--- src/rtl/puf_host_pkg.sv ---
// Shared types and pin map for the RO-PUF host-side controller.
package puf_host_pkg;

  typedef enum logic [1:0] {
    ST_IDLE,
    ST_DRIVE,
    ST_RELEASE,
    ST_REPORT
  } state_e;

  localparam int CHAL_LSB  = 0;
  localparam int CHAL_W    = 6;
  localparam int START_BIT = 6;
  localparam int DONE_BIT  = 0;
  localparam int RESP_BIT  = 1;

  // Builds the tile's ui_in word; bit 7 is always driven low.
  function automatic logic [7:0] pin_word(input logic start, input logic [CHAL_W-1:0] chal);
    logic [7:0] w;
    w = '0;
    w[START_BIT] = start;
    w[CHAL_LSB +: CHAL_W] = chal;
    return w;
  endfunction

endpackage

--- src/rtl/puf_sync2.sv ---
// Two-flop synchronizer for the asynchronous tile pins.
module puf_sync2 #(
  parameter int WIDTH = 2
) (
  input  logic             clk,
  input  logic             rst,
  input  logic [WIDTH-1:0] d,
  output logic [WIDTH-1:0] q
);

  logic [WIDTH-1:0] meta_q;
  logic [WIDTH-1:0] sync_q;

  // NOTE: sequential state uses non-blocking assignments so every flop samples pre-edge values.
  always_ff @(posedge clk or posedge rst) begin
    if (rst) begin
      meta_q <= '0;
      sync_q <= '0;
    end else begin
      meta_q <= d;
      sync_q <= meta_q;
    end
  end

  assign q = sync_q;

endmodule

--- src/rtl/puf_host_ctrl.sv ---
// Host initiator for the RO-PUF tile: sweeps RESP_BITS challenges over a
// four-phase start/done handshake and returns the packed response word.
module puf_host_ctrl
  import puf_host_pkg::*;
#(
  parameter int RESP_BITS      = 8,
  parameter int TIMEOUT_CYCLES = 4096
) (
  input  logic                 clk,
  input  logic                 rst,
  input  logic                 req_valid,
  output logic                 req_ready,
  input  logic [5:0]           req_seed,
  output logic                 resp_valid,
  input  logic                 resp_ready,
  output logic [RESP_BITS-1:0] resp_data,
  output logic                 resp_err,
  output logic [7:0]           puf_ui_in,
  input  logic [7:0]           puf_uo_out
);

  localparam int IDX_W = (RESP_BITS > 1) ? $clog2(RESP_BITS) : 1;
  localparam int TMO_W = $clog2(TIMEOUT_CYCLES);
  localparam logic [IDX_W-1:0] LAST_IDX = IDX_W'(RESP_BITS - 1);
  localparam logic [TMO_W-1:0] TMO_MAX  = TMO_W'(TIMEOUT_CYCLES - 1);

  logic [1:0] pins_s;
  logic       done_s;
  logic       bit_s;
  logic       unused_pins;

  puf_sync2 #(.WIDTH(2)) u_sync (
    .clk (clk),
    .rst (rst),
    .d   ({puf_uo_out[RESP_BIT], puf_uo_out[DONE_BIT]}),
    .q   (pins_s)
  );

  assign done_s      = pins_s[0];
  assign bit_s       = pins_s[1];
  assign unused_pins = ^puf_uo_out[7:2];

  state_e                state_q, state_d;
  logic [CHAL_W-1:0]     chal_q, chal_d;
  logic [IDX_W-1:0]      idx_q, idx_d;
  logic [RESP_BITS-1:0]  data_q, data_d;
  logic                  err_q, err_d;
  logic [TMO_W-1:0]      tmo_q, tmo_d;
  logic                  req_ready_q, req_ready_d;
  logic                  resp_valid_q, resp_valid_d;
  logic [7:0]            ui_q, ui_d;

  // NOTE: every signal assigned here gets a default first, so no path can infer a latch.
  always_comb begin
    state_d  = state_q;
    chal_d   = chal_q;
    idx_d    = idx_q;
    data_d   = data_q;
    err_d    = err_q;
    tmo_d    = tmo_q + 1'b1;

    unique case (state_q)
      ST_IDLE: begin
        tmo_d = '0;
        if (req_valid) begin
          chal_d  = req_seed;
          data_d  = '0;
          idx_d   = '0;
          err_d   = 1'b0;
          state_d = ST_DRIVE;
        end
      end
      ST_DRIVE: begin
        if (done_s) begin
          data_d[idx_q] = bit_s;
          tmo_d         = '0;
          state_d       = ST_RELEASE;
        end else if (tmo_q == TMO_MAX) begin
          err_d   = 1'b1;
          state_d = ST_REPORT;
        end
      end
      ST_RELEASE: begin
        if (!done_s) begin
          if (idx_q == LAST_IDX) begin
            state_d = ST_REPORT;
          end else begin
            idx_d   = idx_q + 1'b1;
            chal_d  = chal_q + 1'b1;
            tmo_d   = '0;
            state_d = ST_DRIVE;
          end
        end else if (tmo_q == TMO_MAX) begin
          err_d   = 1'b1;
          state_d = ST_REPORT;
        end
      end
      ST_REPORT: begin
        tmo_d = '0;
        if (resp_ready) begin
          err_d   = 1'b0;
          state_d = ST_IDLE;
        end
      end
      default: state_d = ST_IDLE;
    endcase

    // Outputs are decoded from the next state so they are registered yet not a cycle late.
    req_ready_d  = (state_d == ST_IDLE);
    resp_valid_d = (state_d == ST_REPORT);
    unique case (state_d)
      ST_DRIVE:   ui_d = pin_word(1'b1, chal_d);
      ST_RELEASE: ui_d = pin_word(1'b0, chal_d);
      default:    ui_d = '0;
    endcase
  end

  always_ff @(posedge clk or posedge rst) begin
    if (rst) begin
      state_q      <= ST_IDLE;
      chal_q       <= '0;
      idx_q        <= '0;
      data_q       <= '0;
      err_q        <= 1'b0;
      tmo_q        <= '0;
      req_ready_q  <= 1'b1;
      resp_valid_q <= 1'b0;
      ui_q         <= '0;
    end else begin
      state_q      <= state_d;
      chal_q       <= chal_d;
      idx_q        <= idx_d;
      data_q       <= data_d;
      err_q        <= err_d;
      tmo_q        <= tmo_d;
      req_ready_q  <= req_ready_d;
      resp_valid_q <= resp_valid_d;
      ui_q         <= ui_d;
    end
  end

  assign req_ready  = req_ready_q;
  assign resp_valid = resp_valid_q;
  assign resp_data  = data_q;
  assign resp_err   = err_q;
  assign puf_ui_in  = ui_q;

endmodule

--- config.mk ---
export PLATFORM = sky130hd
export DESIGN_NAME = puf_host_ctrl
export DESIGN_NICKNAME = d
export VERILOG_FILES = /design/src/rtl/puf_host_pkg.sv /design/src/rtl/puf_sync2.sv /design/src/rtl/puf_host_ctrl.sv
export SDC_FILE = /design/constraint.sdc
export NUM_CORES = 1
export LEC_CHECK = 0
export CAP_MARGIN = 20
export CELL_PAD_IN_SITES_DETAIL_PLACEMENT = 2
export CELL_PAD_IN_SITES_GLOBAL_PLACEMENT = 2
export CORE_MARGIN = 2
export CORE_UTILIZATION = 30
export DETAILED_ROUTE_END_ITERATION = 8
export PLACE_DENSITY = 0.8
export SLEW_MARGIN = 20
export SYNTH_ARGS = -nofsm -noshare
export SYNTH_HDL_FRONTEND = slang
export SYNTH_SLANG_ARGS = --single-unit
--- constraint.sdc ---
create_clock -name clk -period 2.45 [get_ports clk]
set_clock_uncertainty 0.15 [all_clocks]
set_input_delay 0.49 -clock clk [delete_from_list [all_inputs] [get_ports clk]]
set_output_delay 0.49 -clock clk [all_outputs]
set_load 0.01 [all_outputs]
==> results of run 1 <==
==> what timing repair did <==
action                                  CTS  global route
setup buffers                             3             2
gates resized for setup                   5            17
pin swaps                                 2             6
endpoints found under the setup margin    6             6
==> power breakdown <==
part	internal (mW)	leakage, nW	switching, mW
logic	0.734	0.689	0.855
registers	0.891	0.597	0.120
clock network	0.231	0.0455	0.251
total	1.86	1.33	1.23
==> layout make-up <==
cell class | instances | area [um2] | area share
Sequential cell | 45 | 1130 | 0.356
Tap cell | 102 | 128 | 0.0403
Clock buffer | 8 | 90.1 | 0.0285
Inverter | 9 | 33.8 | 0.0107
Multi-Input combinational cell | 174 | 1280 | 0.405
Timing Repair Buffer | 56 | 505 | 0.160
==> through the flow <==
stage               area, um2  TNS, ps
global placement         2930     -656
CTS                      3070        0
global route             3160     -315
floorplan                2380        0
detailed placement       2930    -1270
finish                   3160        0
==> synth_stat cells (6+ instances only) <==
library cell  number
dfrtp_1           44
inv_1              9
a21oi_1            7
nor2_1            15
xor2_1             6
xnor2_1            6
nand3_1           13
mux2_2             9
o21ai_0           18
nand2_1           24
ha_1              13
==> how the worst max path moves through the flow <==
| stage | from | end | depth (start not counted) |
|---|---|---|---|
| after floorplan | state_q[0]$_DFF_PP0_ | puf_ui_in[5]$_DFF_PP0_ | 11 |
| after global placement | resp_ready | puf_ui_in[5]$_DFF_PP0_ | 9 |
| after detailed placement | resp_ready | puf_ui_in[3]$_DFF_PP0_ | 9 |
| after CTS | idx_q[0]$_DFFE_PP0P_ | puf_ui_in[3]$_DFF_PP0_ | 10 |
| after global routing | idx_q[0]$_DFFE_PP0P_ | puf_ui_in[1]$_DFF_PP0_ | 10 |
| final | state_q[0]$_DFF_PP0_ | puf_ui_in[1]$_DFF_PP0_ | 10 |
==> cell families after synthesis <==
family | Yosys count | synth area share
AO/OA/AOI/OAI | 56 | 0.156
XOR/XNOR | 12 | 0.0442
adder cells (fa/ha/maj) | 13 | 0.0685
buffers and inverters | 18 | 0.0342
flip-flops | 45 | 0.474
multiplexers | 9 | 0.0427
other | 1 | 0.00158
AND/OR/NAND/NOR | 83 | 0.178
==> cell usage in the layout (no fill, tap or decap), types with 4 or more instances in the layout <==
| cell | netlist | final |
|---|---|---|
| o21ai_0 | 18 | 16 |
| nand2_1 | 24 | 23 |
| dfrtp_1 | 44 | 44 |
| a21boi_0 | 5 | 5 |
| xnor2_1 | 6 | 6 |
| mux2_2 | 9 | 9 |
| nor2b_1 | 4 | 4 |
| inv_1 | 9 | 8 |
| clkdlybuf4s50_1 | 0 | 29 |
| nand2b_1 | 4 | 4 |
| nor2_1 | 15 | 13 |
| a21oi_1 | 7 | 6 |
| xor2_1 | 6 | 6 |
| clkbuf_8 | 0 | 6 |
| ha_1 | 13 | 8 |
| nand4_1 | 4 | 4 |
| a22oi_1 | 5 | 5 |
| buf_4 | 1 | 26 |
| nand3_1 | 13 | 13 |
==> worst reg2reg max path, cell delays in order, from the launching register on <==
cell      delay (ps)
dfrtp_1          430
buf_4            160
ha_1             180
nand2b_1         100
o211ai_1         130
a311o_1          390
o211a_4          190
ha_4             300
o21ai_2           70
buf_4            140
a21oi_1          110
==> metal layers <==
layer  vias up  track usage
met5         -            0
met2        17        0.286
met3         2       0.0210
met4         0       0.0490
met1      1020        0.211
li1        949            -
==> sequential cells by signal (all words and copies together) (netlist names) <==
name and flops:
tmo_q 12, resp_data 8, puf_ui_in 7, chal_q 6, idx_q 3, state_q 2, u_sync.meta_q 2, u_sync.q 2
req_ready 1, resp_err 1, resp_valid 1
==> results.txt, run 1 <==
CTS tree -> yes
critical path class -> register to register
Cell variety after synth -> 49
worst slew pin tran -> 694 ps
hold slack -> 205 ps
PortBufs -> 29
Layout area overhead -> 33.2%
largest net degree at the start of global routing -> 25
r2r startpoint -> state_q[0]$_DFF_PP0_
CTS clk-pin slew, worst paths -> 90 ps
CP Launch Type -> register
H-tree depth -> 2
Cell Pwr Density -> 974 nW/um2
fraction of layout cells with a size suffix above 1 -> 0.226
Synth top area share -> 0.463
Gate Count Post-Synth -> 237
Core Box Area -> 7690 um2
crit path cell chain -> buf_4, ha_1, nand2b_1, o211ai_1, a311o_1, o211a_4, ha_4, o21ai_2, buf_4, a21oi_1
die width -> 93.0 um
DR top layer -> met4
DRC viols -> 0
Setup violations, final -> 0
Buf/Inv on CP -> 2
Initial DRC Count -> 56
clock buffer depth -> 2
number of synthesized flops with an enable pin -> 0
R2R setup slack -> 40 ps
post-synth top area cell -> dfrtp_1
Antenna diodes -> 0
vias in the first global route -> 2,240
synth warn -> 0
worst hold start -> u_sync.meta_q[1]$_DFF_PP0_
WL met1 -> 3.02 mm
row count -> 32
Die Y -> 93.0 um
Routed Wire Length -> 6.61 mm
Post-Place Setup Slack -> -264 ps
WP data required -> 2520 ps
leakage power -> 1.33 nW
slowest stage delay, CP -> 430 ps
met3 WL -> 97 um
final hold vios -> 0
Mean Syn Cell Area -> 10.0 um2
R2R cell count -> 10
total global-route track usage -> 0.163
Max Clk Rate -> 415 MHz
clk sink count -> 45
reg-to-reg endpoint -> puf_ui_in[1]$_DFF_PP0_
Seq/Total Area, Yosys -> 0.474
drt pass-1 iters -> 4
Tot Pwr -> 3.08 mW
insertion delay to the later sink of the worst-skew pair -> 290 ps
final period utilization -> 0.983
WL per Instance -> 16.8 um
most used cell, CP -> buf_4
critical path capture point type -> register
family with the most delay on the worst path -> compound AO/OA/AOI/OAI gates
final setup margin -> 42.4 ps
worst rel slew slack -> 0.535
peak supply drop -> 470 uV
GP Congestion -> 0.773
vias per inst -> 5.05
first-pass GRT wire length -> 11.3 mm
unrepaired setup endpoints after global routing -> true
ys flop type -> dfrtp_1
Final min period -> 2410 ps
DP HPWL -> 4.92 mm
Nets -> 322
Crit Path Max Fanout -> 4
max-slew violations -> 0
Worst EP arrival -> 2480 ps
Hold WC Path Type -> register to register
status -> finished, final reports clean
ys async rst share -> 1.00
Max Cap Viol -> 0
Inserted Clock Buffers -> 5
worst hold path depth -> 0
routed wl met2 -> 3.44 mm
initial antenna violation count -> 0
utilization after layout -> 0.412
Non-Filler Instances -> 394
Starting Density -> 0.309
Post-CTS Hold Buffers -> 0
CTS Root Cell -> clkbuf_8
Hold EP -> u_sync.q[1]$_DFF_PP0_
Routed Antenna Nets -> 0
Yosys reg bits -> 45
vias -> 1,988
Slowest cell on crit path -> dfrtp_1
area of the mapped netlist -> 2380 um2
Inst Count DP -> 382
die area -> 8650 um2
Post-Syn Nets -> 268
FILL cells -> 862
Ports -> 37
GRT overflow -> 0
synth top area cells -> dfrtp_1, ha_1, mux2_2
(Power assumes the default switching activity.)
==> run 2, diff against run 1 <==
REMOVE_ABC_BUFFERS = 1   (was not set)
==> run 2 against run 1 <==
Clock power about the same. Critical endpoint is now puf_ui_in[5]$_DFF_PP0_. Count of clock-buffer cells in the layout down 1. Utilization up 0.94 points. Combinational power increased by 9%. Largest power group unchanged. Setup slack worse by 25 ps. Wire length grew 13%. Hold slack better by 0.69 ps. Design area rose by 2.3%. Via count rose by 2.9%.
==> results.txt, run 2 (synthesized netlist as in run 1, its figures left out) <==
CTS Root Cell -> clkbuf_8
max reg flops -> 12
WP data required -> 2500 ps
most flop-heavy register -> tmo_q
fraction of layout cells with a size suffix above 1 -> 0.253
vias in the first global route -> 2,301
total global-route track usage -> 0.170
GP Congestion -> 0.806
die area -> 8650 um2
worst rel slew slack -> 0.553
insertion delay to the later sink of the worst-skew pair -> 310 ps
Worst EP arrival -> 2480 ps
drt pass-1 iters -> 4
crit path cell chain -> ha_2, ha_4, nand3b_1, o211ai_1, a311o_1, o211a_4, ha_4, o21ai_2, nor2_1, a22o_1
Non-Filler Instances -> 398
commonest non-fill, non-tap cells in the layout -> dfrtp_1, clkdlybuf4s50_1, buf_4
Hold WC Path Type -> register to register
slowest stage delay, CP -> 410 ps
CP Launch Type -> register
Starting Density -> 0.309
Buf/Inv on CP -> 0
leakage power -> 1.36 nW
H-tree depth -> 2
Post-Place Setup Slack -> -360 ps
most used cell, CP -> ha_4
Post-CTS Hold Buffers -> 0
Max Clk Rate -> 411 MHz
status -> finished, final reports clean
final hold vios -> 0
vias per inst -> 5.14
utilization after layout -> 0.421
DP HPWL -> 4.92 mm
Die Y -> 93.0 um
Initial DRC Count -> 48
Ports -> 37
Cell Pwr Density -> 1000 nW/um2
worst slew pin tran -> 668 ps
Setup violations, final -> 0
max-slew violations -> 0
critical path class -> register to register
final period utilization -> 0.993
Routed Wire Length -> 7.48 mm
Core Box Area -> 7690 um2
most common cell after layout, fill and taps aside -> dfrtp_1
largest net degree at the start of global routing -> 27
initial antenna violation count -> 0
CTS tree -> yes
first-pass GRT wire length -> 11.6 mm
clock buffer depth -> 2
Final min period -> 2430 ps
die width -> 93.0 um
vias -> 2,045
unrepaired setup endpoints after global routing -> true
DRC viols -> 0
PortBufs -> 29
setup TNS -> 0 ps
WL per Instance -> 18.8 um
Nets -> 327
Slowest cell on crit path -> dfrtp_1
Crit Path Max Fanout -> 3
Inst Count DP -> 386
Inserted Clock Buffers -> 5
clk sink count -> 45
CTS clk-pin slew, worst paths -> 80 ps
family with the most delay on the worst path -> compound AO/OA/AOI/OAI gates
GRT overflow -> 0
Antenna diodes -> 0
FILL cells -> 824
Routed Antenna Nets -> 0
final setup margin -> 17.6 ps
row count -> 32
Layout area overhead -> 36.2%
Max Cap Viol -> 0
critical path capture point type -> register
peak supply drop -> 391 uV
==> run 2: worst reg2reg max path, stage by stage, from the launching register on <==
cell and delay [ps]:
dfrtp_1 410, ha_2 210, ha_4 170, nand3b_1 80
o211ai_1 150, a311o_1 390, o211a_4 180, ha_4 270
o21ai_2 80, nor2_1 60, a22o_1 170
==> run 2: metal layers <==
layer	up-vias	global-route usage	wire (um)
li1	955	-	-
met1	1053	0.203	3110
met2	27	0.311	4100
met3	10	0.0274	158
met4	0	0.0564	108
met5	-	0	0
==> run 2: worst paths after layout <==
path,from,to,slack (ps),depth (start not counted)
worst min register to register,u_sync.meta_q[0]$_DFF_PP0_,u_sync.q[0]$_DFF_PP0_,210,0
min in group asynchronous,rst,tmo_q[8]$_DFF_PP0_,370,2
worst min-delay path,u_sync.meta_q[0]$_DFF_PP0_,u_sync.q[0]$_DFF_PP0_,210,0
max in group asynchronous,rst,chal_q[0]$_DFF_PP0_,1280,3
worst max register to register,idx_q[1]$_DFFE_PP0P_,puf_ui_in[5]$_DFF_PP0_,20,10
worst max-delay path,idx_q[1]$_DFFE_PP0P_,puf_ui_in[5]$_DFF_PP0_,20,10
==> run 2: report_power, final <==
| group | leakage, nW | switching [mW] | internal (mW) |
|---|---|---|---|
| clock | 0.0443 | 0.259 | 0.224 |
| sequential | 0.595 | 0.122 | 0.892 |
| combinational | 0.720 | 0.935 | 0.804 |
==> run 2: area by class of cell <==
class	count	area [um2]	share of cell area
Timing Repair Buffer	61	554	0.171
Inverter	9	33.8	0.0104
Multi-Input combinational cell	174	1310	0.404
Tap cell	102	128	0.0394
Clock buffer	7	86.3	0.0267
Sequential cell	45	1130	0.349
==> run 2: what timing repair did <==
action | 4_1_cts | 5_1_grt
hold endpoints to repair | 0 | 0
gates resized for setup | 10 | 22
setup buffers | 3 | 5
pin swaps | 4 | 8
setup endpoints to repair | 6 | 6
gates cloned | 0 | 0
==> run 2: through the flow <==
stage          hold WS (ps)  power (mW)  instance area (um2)
2_1_floorplan           181        1.76                 2330
3_3_place_gp            188        2.34                 2960
3_5_place_dp            189        2.43                 2960
4_1_cts                 208        3.06                 3120
5_1_grt                 213        3.44                 3240
6_report                206        3.24                 3240
==> run 3, diff against run 2 <==
CTS_CLUSTER_DIAMETER = 60   (was not set)
==> results of run 3 <==
Same layout as run 2: the final DEF is identical, and so are final timing and power.
==> edit, RTL diff (flow settings as in run 3) <==
Reset style: synchronous (`rst`), changed in 2 clocked blocks. Comments in the files are not updated.
--- a/src/rtl/puf_sync2.sv
+++ b/src/rtl/puf_sync2.sv
@@ -14,3 +14,3 @@
   // NOTE: sequential state uses non-blocking assignments so every flop samples pre-edge values.
-  always_ff @(posedge clk or posedge rst) begin
+  always_ff @(posedge clk) begin
     if (rst) begin
--- a/src/rtl/puf_host_ctrl.sv
+++ b/src/rtl/puf_host_ctrl.sv
@@ -117,3 +117,3 @@
 
-  always_ff @(posedge clk or posedge rst) begin
+  always_ff @(posedge clk) begin
     if (rst) begin
Behaviour: differs if rst is asserted again (counterexample within 4 cycles, from zero or initial values and one cycle with rst high); with rst held inactive, the same outputs for 10 cycles.
==> edit against run 3 <==
Core utilization is 2.5 points lower. Area after synthesis is 10% lower. Setup slack better by 0.10 ns. Final area is 16% lower. Wire length is 24% lower. Sequential cell count stayed put. Die area is 10% lower. Largest cell class unchanged.
Power is not compared: it rests on default switching activity, and its combinational part moved more than twofold at a synthesized area within 25%.
==> edit: results (changes against run 3) <==
| Metric | Value |
|---|---|
| Root Buffer | clkbuf_8 |
| Met3 wire len | 134 um (-15%) |
| Adder-Cell Fraction of Synth Area | 4.70% (-2.1 points) |
| Layout cells sized above 1 | 13.4% (-12 points) |
| Gpl congestion | 0.734 (-8.9%) |
| Worst-skew pair later-pin latency | 0.29 ns (-0.02 ns) |
| Synth cell types | 38 (-22%) |
| Via density | 4.95 (-3.7%) |
| Largest net degree at the start of global routing | 16 (-41%) |
| Iteration-0 DRC Markers | 33 (-31%) |
| Post-layout nets | 310 (-5.2%) |
| Pre-CTS setup slack | -0.0740 ns (+0.286 ns) |
| Worst slew pin tran | 0.650 ns (-0.0183 ns) |
| Area contributors post-synth | dfxtp_1 42%, a21oi_1 4.7%, ha_1 4.7% |
| Synth async-reset ratio | 0% (-100 points) |
| Data arrival, critical path | 2.37 ns (-0.11 ns) |
| Crit-path slowest cell | or4bb_1 |
| Synth warn | 0 (unchanged) |
| Final wirelength | 5.69 mm (-24%) |
| Top delay family on crit path | simple AND/OR/NAND/NOR gates |
| Compound-Gate Fraction of Synth Area | 17.3% (+1.7 points) |
| Status | completed |
| GR Layer Usage met2 | 29.7% (-1.4 points) |
| Post-synthesis sequential area ratio | 42.3% (-5.1 points) |
| Ys flop type | dfxtp_1 |
| Filler Cells Inserted | 784 (-4.9%) |
| Met2 Routed Length | 3.06 mm (-25%) |
| Met3 GRT Util | 3.45% (+0.71 points) |
| Total track usage | 15.7% (-1.3 points) |
| Global-route wire length before repair | 9.52 mm (-18%) |
| Delay of the slowest critical-path stage | 0.54 ns (+0.13 ns) |
| Vias in the first global route | 2015 (-12%) |
| Post-CTS Setup Inserts | 0 (-3) |
| Wl on met1 | 2.38 mm (-24%) |
| Met1 GRT Util | 17.2% (-3.1 points) |
| Post-synthesis mux area share | 2.65% (-1.6 points) |
| Post-Synth XOR/XNOR Area | 6.17% (+1.7 points) |
[edit: power by group through the flow]
| stage | combinational (mW) | sequential (mW) | clock [mW] |
|---|---|---|---|
| after floorplan | 0.321 | 0.862 | 0 |
| after global placement | 0.602 | 0.846 | 0 |
| after detailed placement | 0.626 | 0.852 | 0 |
| after CTS | 0.639 | 0.835 | 0.482 |
| after global routing | 0.694 | 0.840 | 0.516 |
| final | 0.627 | 0.832 | 0.465 |
[edit: timing repair]
| item | 4_1_cts | 5_1_grt |
|---|---|---|
| gates resized for setup | 1 | 2 |
| endpoints found under the setup margin | 1 | 9 |
| pin swaps | 0 | 0 |
[edit: cell families (layout without fill, tap and decap cells)]
kind of cell | count (synthesis) | count (layout)
adders and majority gates | 8 | 8
muxes | 5 | 5
AOI/OAI and AO/OA | 54 | 54
other | 1 | 1
DFF | 45 | 45
xor gates and xnor gates | 15 | 15
buffers and inverters | 21 | 62
and+or+nand+nor | 94 | 94
[edit: cell type report]
type                       instances  area share (%)
tap                               96            4.44
inverter                           9            1.25
timing repair buffer              46            15.4
multi-input combinational        177            42.4
sequential                        45            33.3
clock buffer                       7            3.19
[edit: worst paths after layout]
| path | start | end | slack (ns) | cells after the start |
|---|---|---|---|---|
| worst max-delay path | state_q[1] | puf_ui_in[4] | 0.12 | 8 |
| worst min-delay path | u_sync.meta_q[1] | u_sync.q[1] | 0.31 | 1 |
| worst max register to register | state_q[1] | puf_ui_in[4] | 0.12 | 8 |
| worst min register to register | u_sync.meta_q[1] | u_sync.q[1] | 0.31 | 1 |
[edit: per-stage QoR]
step	cells	cell area, sq um
floorplan	231	2070
global placement	373	2610
detailed placement	373	2610
CTS	380	2700
global route	380	2710
finish	380	2710
